### src/rtl/hilo_muldiv_ctrl.sv
`default_nettype none
// ----------------------------------------------------------------------------
// hilo_muldiv_ctrl : EX-stage sequencer for the multiplier/divider, owns HI/LO.
// Revision: 1.0
// ----------------------------------------------------------------------------
module hilo_muldiv_ctrl #(
  parameter int MUL_LAT = 2
) (
  input  logic        clk,
  input  logic        rst,
  input  logic        op_valid,
  input  logic [2:0]  op_code,
  input  logic [31:0] src_a,
  input  logic [31:0] src_b,
  input  logic        ex_hold,
  input  logic        flush,
  output logic        mul_signed,
  output logic [31:0] mul_ina,
  output logic [31:0] mul_inb,
  input  logic [63:0] mul_result,
  output logic        div_start,
  output logic        div_signed,
  output logic        div_annul,
  output logic [31:0] div_opa,
  output logic [31:0] div_opb,
  input  logic [63:0] div_result,
  input  logic        div_ready,
  output logic        stallreq,
  output logic        busy,
  output logic [31:0] hi_o,
  output logic [31:0] lo_o
);

  localparam logic [2:0] c_op_mult  = 3'd1;
  localparam logic [2:0] c_op_multu = 3'd2;
  localparam logic [2:0] c_op_div   = 3'd3;
  localparam logic [2:0] c_op_divu  = 3'd4;
  localparam logic [2:0] c_op_mthi  = 3'd5;
  localparam logic [2:0] c_op_mtlo  = 3'd6;
  localparam logic [2:0] c_mul_lat  = 3'(MUL_LAT);

  typedef enum logic [1:0] {
    S_IDLE     = 2'd0,
    S_MUL_WAIT = 2'd1,
    S_DIV_WAIT = 2'd2,
    S_DONE     = 2'd3
  } state_t;

  state_t      r_state;
  logic [2:0]  r_cnt;
  logic        r_mul_signed;
  logic        r_div_signed;
  logic [31:0] r_mul_ina;
  logic [31:0] r_mul_inb;
  logic [31:0] r_div_opa;
  logic [31:0] r_div_opb;
  logic [31:0] r_hi;
  logic [31:0] r_lo;

  logic w_take;
  logic w_is_mul;
  logic w_is_div;
  logic w_launch;

  assign w_take   = (r_state == S_IDLE) & op_valid & ~flush;
  assign w_is_mul = (op_code == c_op_mult) | (op_code == c_op_multu);
  assign w_is_div = (op_code == c_op_div) | (op_code == c_op_divu);
  assign w_launch = w_take & (w_is_mul | w_is_div);

  always_ff @(posedge clk) begin
    if (rst) begin
      r_state      <= S_IDLE;
      r_cnt        <= 3'd0;
      r_mul_signed <= 1'b0;
      r_div_signed <= 1'b0;
      r_mul_ina    <= 32'd0;
      r_mul_inb    <= 32'd0;
      r_div_opa    <= 32'd0;
      r_div_opb    <= 32'd0;
      r_hi         <= 32'd0;
      r_lo         <= 32'd0;
    end else begin
      case (r_state)
        S_IDLE: begin
          if (w_take) begin
            case (op_code)
              c_op_mult, c_op_multu: begin
                r_mul_ina    <= src_a;
                r_mul_inb    <= src_b;
                r_mul_signed <= (op_code == c_op_mult);
                r_cnt        <= 3'd1;
                r_state      <= S_MUL_WAIT;
              end
              c_op_div, c_op_divu: begin
                // Divide by zero never reaches the divider; HI/LO are left as they were.
                if (src_b != 32'd0) begin
                  r_div_opa    <= src_a;
                  r_div_opb    <= src_b;
                  r_div_signed <= (op_code == c_op_div);
                  r_state      <= S_DIV_WAIT;
                end else begin
                  r_state <= S_DONE;
                end
              end
              c_op_mthi: r_hi <= src_a;
              c_op_mtlo: r_lo <= src_a;
              default: ;
            endcase
          end
        end
        S_MUL_WAIT: begin
          if (flush) begin
            r_state <= S_IDLE;
          end else if (r_cnt == c_mul_lat) begin
            r_hi    <= mul_result[63:32];
            r_lo    <= mul_result[31:0];
            r_state <= S_DONE;
          end else begin
            r_cnt <= r_cnt + 3'd1;
          end
        end
        S_DIV_WAIT: begin
          if (flush) begin
            r_state <= S_IDLE;
          end else if (div_ready) begin
            r_hi    <= div_result[63:32];
            r_lo    <= div_result[31:0];
            r_state <= S_DONE;
          end
        end
        S_DONE: begin
          // Holding in DONE keeps the still-present instruction from relaunching.
          if (flush || !ex_hold) begin
            r_state <= S_IDLE;
          end
        end
        default: r_state <= S_IDLE;
      endcase
    end
  end

  assign stallreq   = w_launch | (r_state == S_MUL_WAIT) | (r_state == S_DIV_WAIT);
  assign busy       = (r_state != S_IDLE);
  assign div_start  = (r_state == S_DIV_WAIT) & ~div_ready & ~flush;
  assign div_annul  = (r_state == S_DIV_WAIT) & flush;
  assign mul_signed = r_mul_signed;
  assign mul_ina    = r_mul_ina;
  assign mul_inb    = r_mul_inb;
  assign div_signed = r_div_signed;
  assign div_opa    = r_div_opa;
  assign div_opb    = r_div_opb;
  assign hi_o       = r_hi;
  assign lo_o       = r_lo;

endmodule
`default_nettype wire

### config.mk
export PLATFORM = sky130hd
export DESIGN_NAME = hilo_muldiv_ctrl
export DESIGN_NICKNAME = d
export VERILOG_FILES = /design/src/rtl/hilo_muldiv_ctrl.sv
export SDC_FILE = /design/constraint.sdc
export NUM_CORES = 1
export LEC_CHECK = 0
export ABC_CLOCK_PERIOD_IN_PS = 3800
export BUFFER_PORTS_ARGS = -buffer_cell sky130_fd_sc_hd__buf_2
export CORE_AREA = 2 2 155 157
export CTS_CLUSTER_SIZE = 30
export DETAILED_ROUTE_END_ITERATION = 7
export DIE_AREA = 0 0 157 159
export PLACE_DENSITY = 0.71
export SYNTH_ARGS = -nofsm -noshare
export SYNTH_HDL_FRONTEND = slang
export SYNTH_SLANG_ARGS = --single-unit
### constraint.sdc
create_clock -name clk -period 3.8 [get_ports clk]
set_input_delay 0.38 -clock clk [delete_from_list [all_inputs] [get_ports clk]]
set_output_delay 0.38 -clock clk [all_outputs]
set_load 0.01 [all_outputs]
---- After elaboration in Yosys (flattened, before gate mapping) ----
Index checks and enable logic that the tools add are counted.
word-level totals
  register bits after elaboration ......... 199
  bits of input ports ..................... 201
  word-level logic and storage cells ...... 90
operators by class
  $add $sub $neg .......................... 1
  equal/unequal tests ..................... 23
  muxes and demuxes ....................... 28
  bitwise operators ....................... 13
  reduce and logical (&&, ||, !) cells .... 15
operator list
  cell                                                             count
  32-bit two-way mux                                               12
  32-bit case mux with 3 select lines                              2
  32-bit nonzero test                                              1
  2-bit != test, second input constant                             7
  7-bit AND reduction                                              2
  2-bit two-way mux                                                6
  3-bit two-way mux                                                4
  5-bit AND reduction                                              2
  3-bit by 2-bit == test with 1-bit output, second input constant  3
  3-bit == test, second input constant                             3
  2-bit case mux with 4 select lines                               1
  1-bit AND                                                        6
  2-bit by 1-bit != test with 1-bit output, second input constant  3
  3-bit != test, second input constant                             2
  3-bit case mux with 2 select lines                               1
  1-bit bitwise OR                                                 5
  2-bit == test, second input constant                             2
  2-bit case mux with 2 select lines                               1
  4-bit AND reduction                                              1
  2-bit nonzero test                                               2
  2-bit OR reduction                                               2
  3-bit by 1-bit adder with 3-bit output, second input constant    1
  3-bit by 1-bit == test with 1-bit output, second input constant  1
  3-bit by 1-bit != test with 1-bit output, second input constant  1
  other kinds (8)                                                  9

---- Logic depth before layout (Yosys ltp) ----
  word-level depth ........................ 6
  mapped depth ............................ 9

---- Worst setup path before layout ----
No wires, ideal clock.
  path type ............................... register to register
  start point ............................. register r_state[0]
  end point ............................... register r_mul_inb[4] (netlist: mul_inb[4])
  arrival time ............................ 1677 ps
  data required time ...................... 3668 ps
  path slack .............................. 1991 ps
  cell stages (with the launch flop) ...... 10
  period minus slack after synthesis ...... 1809 ps
  cells stage by stage .................... dfxtp_1 inv_1 ha_1 buf_2 nand3b_1 or3_1 buf_2 buf_2 nand2_1 a21oi_1
between the ends
  longest elaborated chain between the ends .. 4
RTL lines
  what                                      line    text
  from (decl)                               49      state_t r_state;
  from (signal assigned)                    72      r_state <= S_IDLE;
  from (signal assigned)                    92      r_state <= S_MUL_WAIT;
  from (signal assigned)                    100     r_state <= S_DIV_WAIT;
  2-bit logical NOT (*)                     65, 83
  1-bit AND (2 in series)                   65      assign w_take = (r_state == S_IDLE) & op_valid & ~flush;
  3-bit AND reduction (no source line) (*)  -
  to (signal assigned)                      89      r_mul_inb <= src_b;
  to (decl)                                 54      logic [31:0] r_mul_inb;
Every way passes the cells marked *; elsewhere a longest branch is shown, timed or not.
A chain may end at the register's enable or synchronous reset.

---- Worst setup path in the final report ----
  start point ............................. register r_state[0]
  end point ............................... register r_mul_inb[1] (netlist: mul_inb[1])
The elaborated chain is that of the path after synthesis.

==> flow_summary.ini <==
[routing]
drc_errors = 0
final_antenna_net_count = 0
wire_per_inst_um = 18.1
routed_via_density = 5.27
dr.pass1.iters = 5
wl_mm = 33.5
vias = 9758
dr.first_iter.drc_count = 658

[pwr]
switching_share_pct = 41.4
netSwitchingPower_uw = 3050
comb_power_share_pct = 40.7
leakage_uw = 0.00596
p_clk_share_pct = 25.6
max-vdd-ir-drop_mv = 0.482
power_density_mw_per_mm2 = 590
p_seq_share_pct = 33.7
p_int_uw = 4310

[worst_setup_path]
reg2regPathDepth = 7
crit_required_ns = 4.07
worst_path_max_delay_cell = or3_2
path_max_fanout = 49
startpoint_type = flop
cp_cell_sequence = inv_1, ha_4, nand3b_1, or3_2, buf_4, nand2_1, a21oi_1
slowest_delay_ns = 0.96
endpoint_kind = flop
worstSetupPathType = flop to flop
startpoint = r_state[0]
rrSetupSlack_ns = 1.17
cp_data_arrival_time_ns = 2.90
reg2reg_from = r_state[0]

[placed_design]
post-dp-hpwl_mm = 24.1
gp_congestion = 0.906
pre_cts_slack_ns = 1.17
portBuffers = 398

[finish]
layout-drive-gt1-share_pct = 30.1
n_fill_cell = 2204
syn2layout_area_growth_pct = 27.9
mostFrequentLayoutCells = 397 x buf_2, 199 x dfxtp_1, 195 x nand2_1
finalNetCount = 1727
diodes = 0
layout_commonest_cell = buf_2

[grt]
grtUsageTotal_pct = 26.0
grt_pass1_vias = 8909
grt_pass1_wl_mm = 50.7
grt_antenna_before_repair = 0
grt_max_degree = 177
grt_remaining_overflow = 0

[worst_hold_path]
min_path_type = input port to flop
min_from = src_b[17]
hold_depth = 3

[run]
max_cap_viol_count = 0

[sta]
period_share_pct = 69.2
setup_viol = 0
rsz0062_at_grt = no
setup-tns-final_ns = 0
period_needed_ns = 2.63
finalWorstSetupSlack_ns = 1.17
worst_slew_pin_slew_ns = 1.16
maxSlewHeadroom_pct = 22.8
slew_violations = 0
timing.fmax_mhz = 380
hold_viol = 0
finalClockSkew_ns = 0.0184

[synth]
synth_enable_flop_cells = 0
synth-main-ff-cell = dfxtp_1
syn_nets = 1408
synthArstFlopShare_pct = 0
syn_inst = 1201
synth_top_cell_area_share_pct = 40.9
synth_seq_area_share_pct = 40.9
synth_top_cell_by_area = dfxtp_1
synth_cell_type_count = 47
syn_area_mm2 = 0.00974
yosysWarnings = 0
avgSynthCellArea_um2 = 8.11
ys_seq_elements = 199
synth_area_leaders = dfxtp_1 41%, nand2b_1 8.6%, nand2_1 7.5%

[cts]
clk_root_buffer_cell = clkbuf_16
cts_tree = yes
clk_pin_slew_ns = 0.08
numCtsBuffers = 17
clk_latency_ns = 0.44
hold_buffers = 0
clk_path_buf_depth = 2
cts_sinks = 199
ctsResizeCount = 0
post-cts-setup-buffers = 0
htree_levels = 4

[floorplan]
die_x_um = 157
initial_core_util_pct = 42.0
coreArea_mm2 = 0.0232
ioPinCount = 399
dieArea_mm2 = 0.0250
num_rows = 56
die_h_um = 159

[outcome]
status = finished clean
## metal layers
layer	up-vias	wire [µm]	GRT usage (%)	part of all wire, %
met5	-	0	0	0
met4	0	628	7.13	1.9
met3	34	2050	5.06	6.1
met2	395	15400	41.0	46
met1	4542	15400	36.2	46
li1	4787	-	-	-
## power groups by stage
stage          Sequential (µW)  Clock [µW]  Combinational [µW]
6_report                  2480        1880                2990
5_1_grt                   2500        2000                3260
4_1_cts                   2470        1920                2970
3_5_place_dp              2510           0                2960
3_3_place_gp              2510           0                2950
2_1_floorplan             2630           0                1760
## path summary, 6_finish.rpt
kind | endpoint
setup / recovery | mul_inb[1]
hold / removal | mul_inb[17]
setup reg to reg | mul_inb[1]
hold reg to reg | mul_inb[25]
## sequential cells by signal, indices dropped and copies added, names as in the netlist
signal      flops
div_opa        32
div_opb        32
div_signed      1
hi_o           32
lo_o           32
mul_ina        32
mul_inb        32
mul_signed      1
r_cnt           3
r_state         2
## area by class of cell
type                       instances  area, µm²  share of cell area [%]
clock buffer                      18        439                    3.52
clock inverter                    14        178                    1.43
inverter                           7       26.3                   0.211
multi-input combinational        881       5310                    42.6
sequential                       199       3980                    32.0
tap                              319        399                    3.20
timing repair buffer             414       2120                    17.0
## worst max-delay path, delay by kind of cell (launching register included)
family / cells / cell delay (ns)
buffers and inverters: 2 / 0.52
AND/OR/NAND/NOR: 3 / 1.30
flip-flops: 1 / 0.34
adder cells (fa/ha/maj): 1 / 0.24
AO/OA/AOI/OAI: 1 / 0.07
## metrics by stage
stage,hold WS (ns),cells,total power (µW),util [%],cell area [µm²]
finish,0.203,1852,7350,53.7,12500
global route,0.196,1852,7760,53.7,12500
CTS,0.184,1852,7370,53.7,12500
detailed placement,0.443,1820,5480,51.1,11800
global placement,0.438,1820,5450,51.1,11800
floorplan,0.481,1201,4390,-,9740
## cells in the mapped netlist (all sizes together), types with 6 or more instances
cell	n
buf	44
inv	6
a21oi	68
ha	6
nor2	35
nand2b	134
dfxtp	199
mux2i	65
nand3	65
a22oi	64
nor2b	65
a211oi	67
nor4	10
nand2	195
clkbuf	70
o21ai	69
## kinds of logic (layout without fill, tap and decap cells)
kind of cell               count (synthesis)  after routing  synth area share (%)
adders and majority gates                  6              6                 0.771
AOI/OAI and AO/OA                        287            287                  18.9
xor gates and xnor gates                   1              1                0.0899
muxes                                     65             65                  6.68
buffers and inverters                    121            453                  5.58
and+or+nand+nor                          522            522                  27.0
DFF                                      199            199                  40.9
No activity file was read; power rests on OpenSTA's default activity.
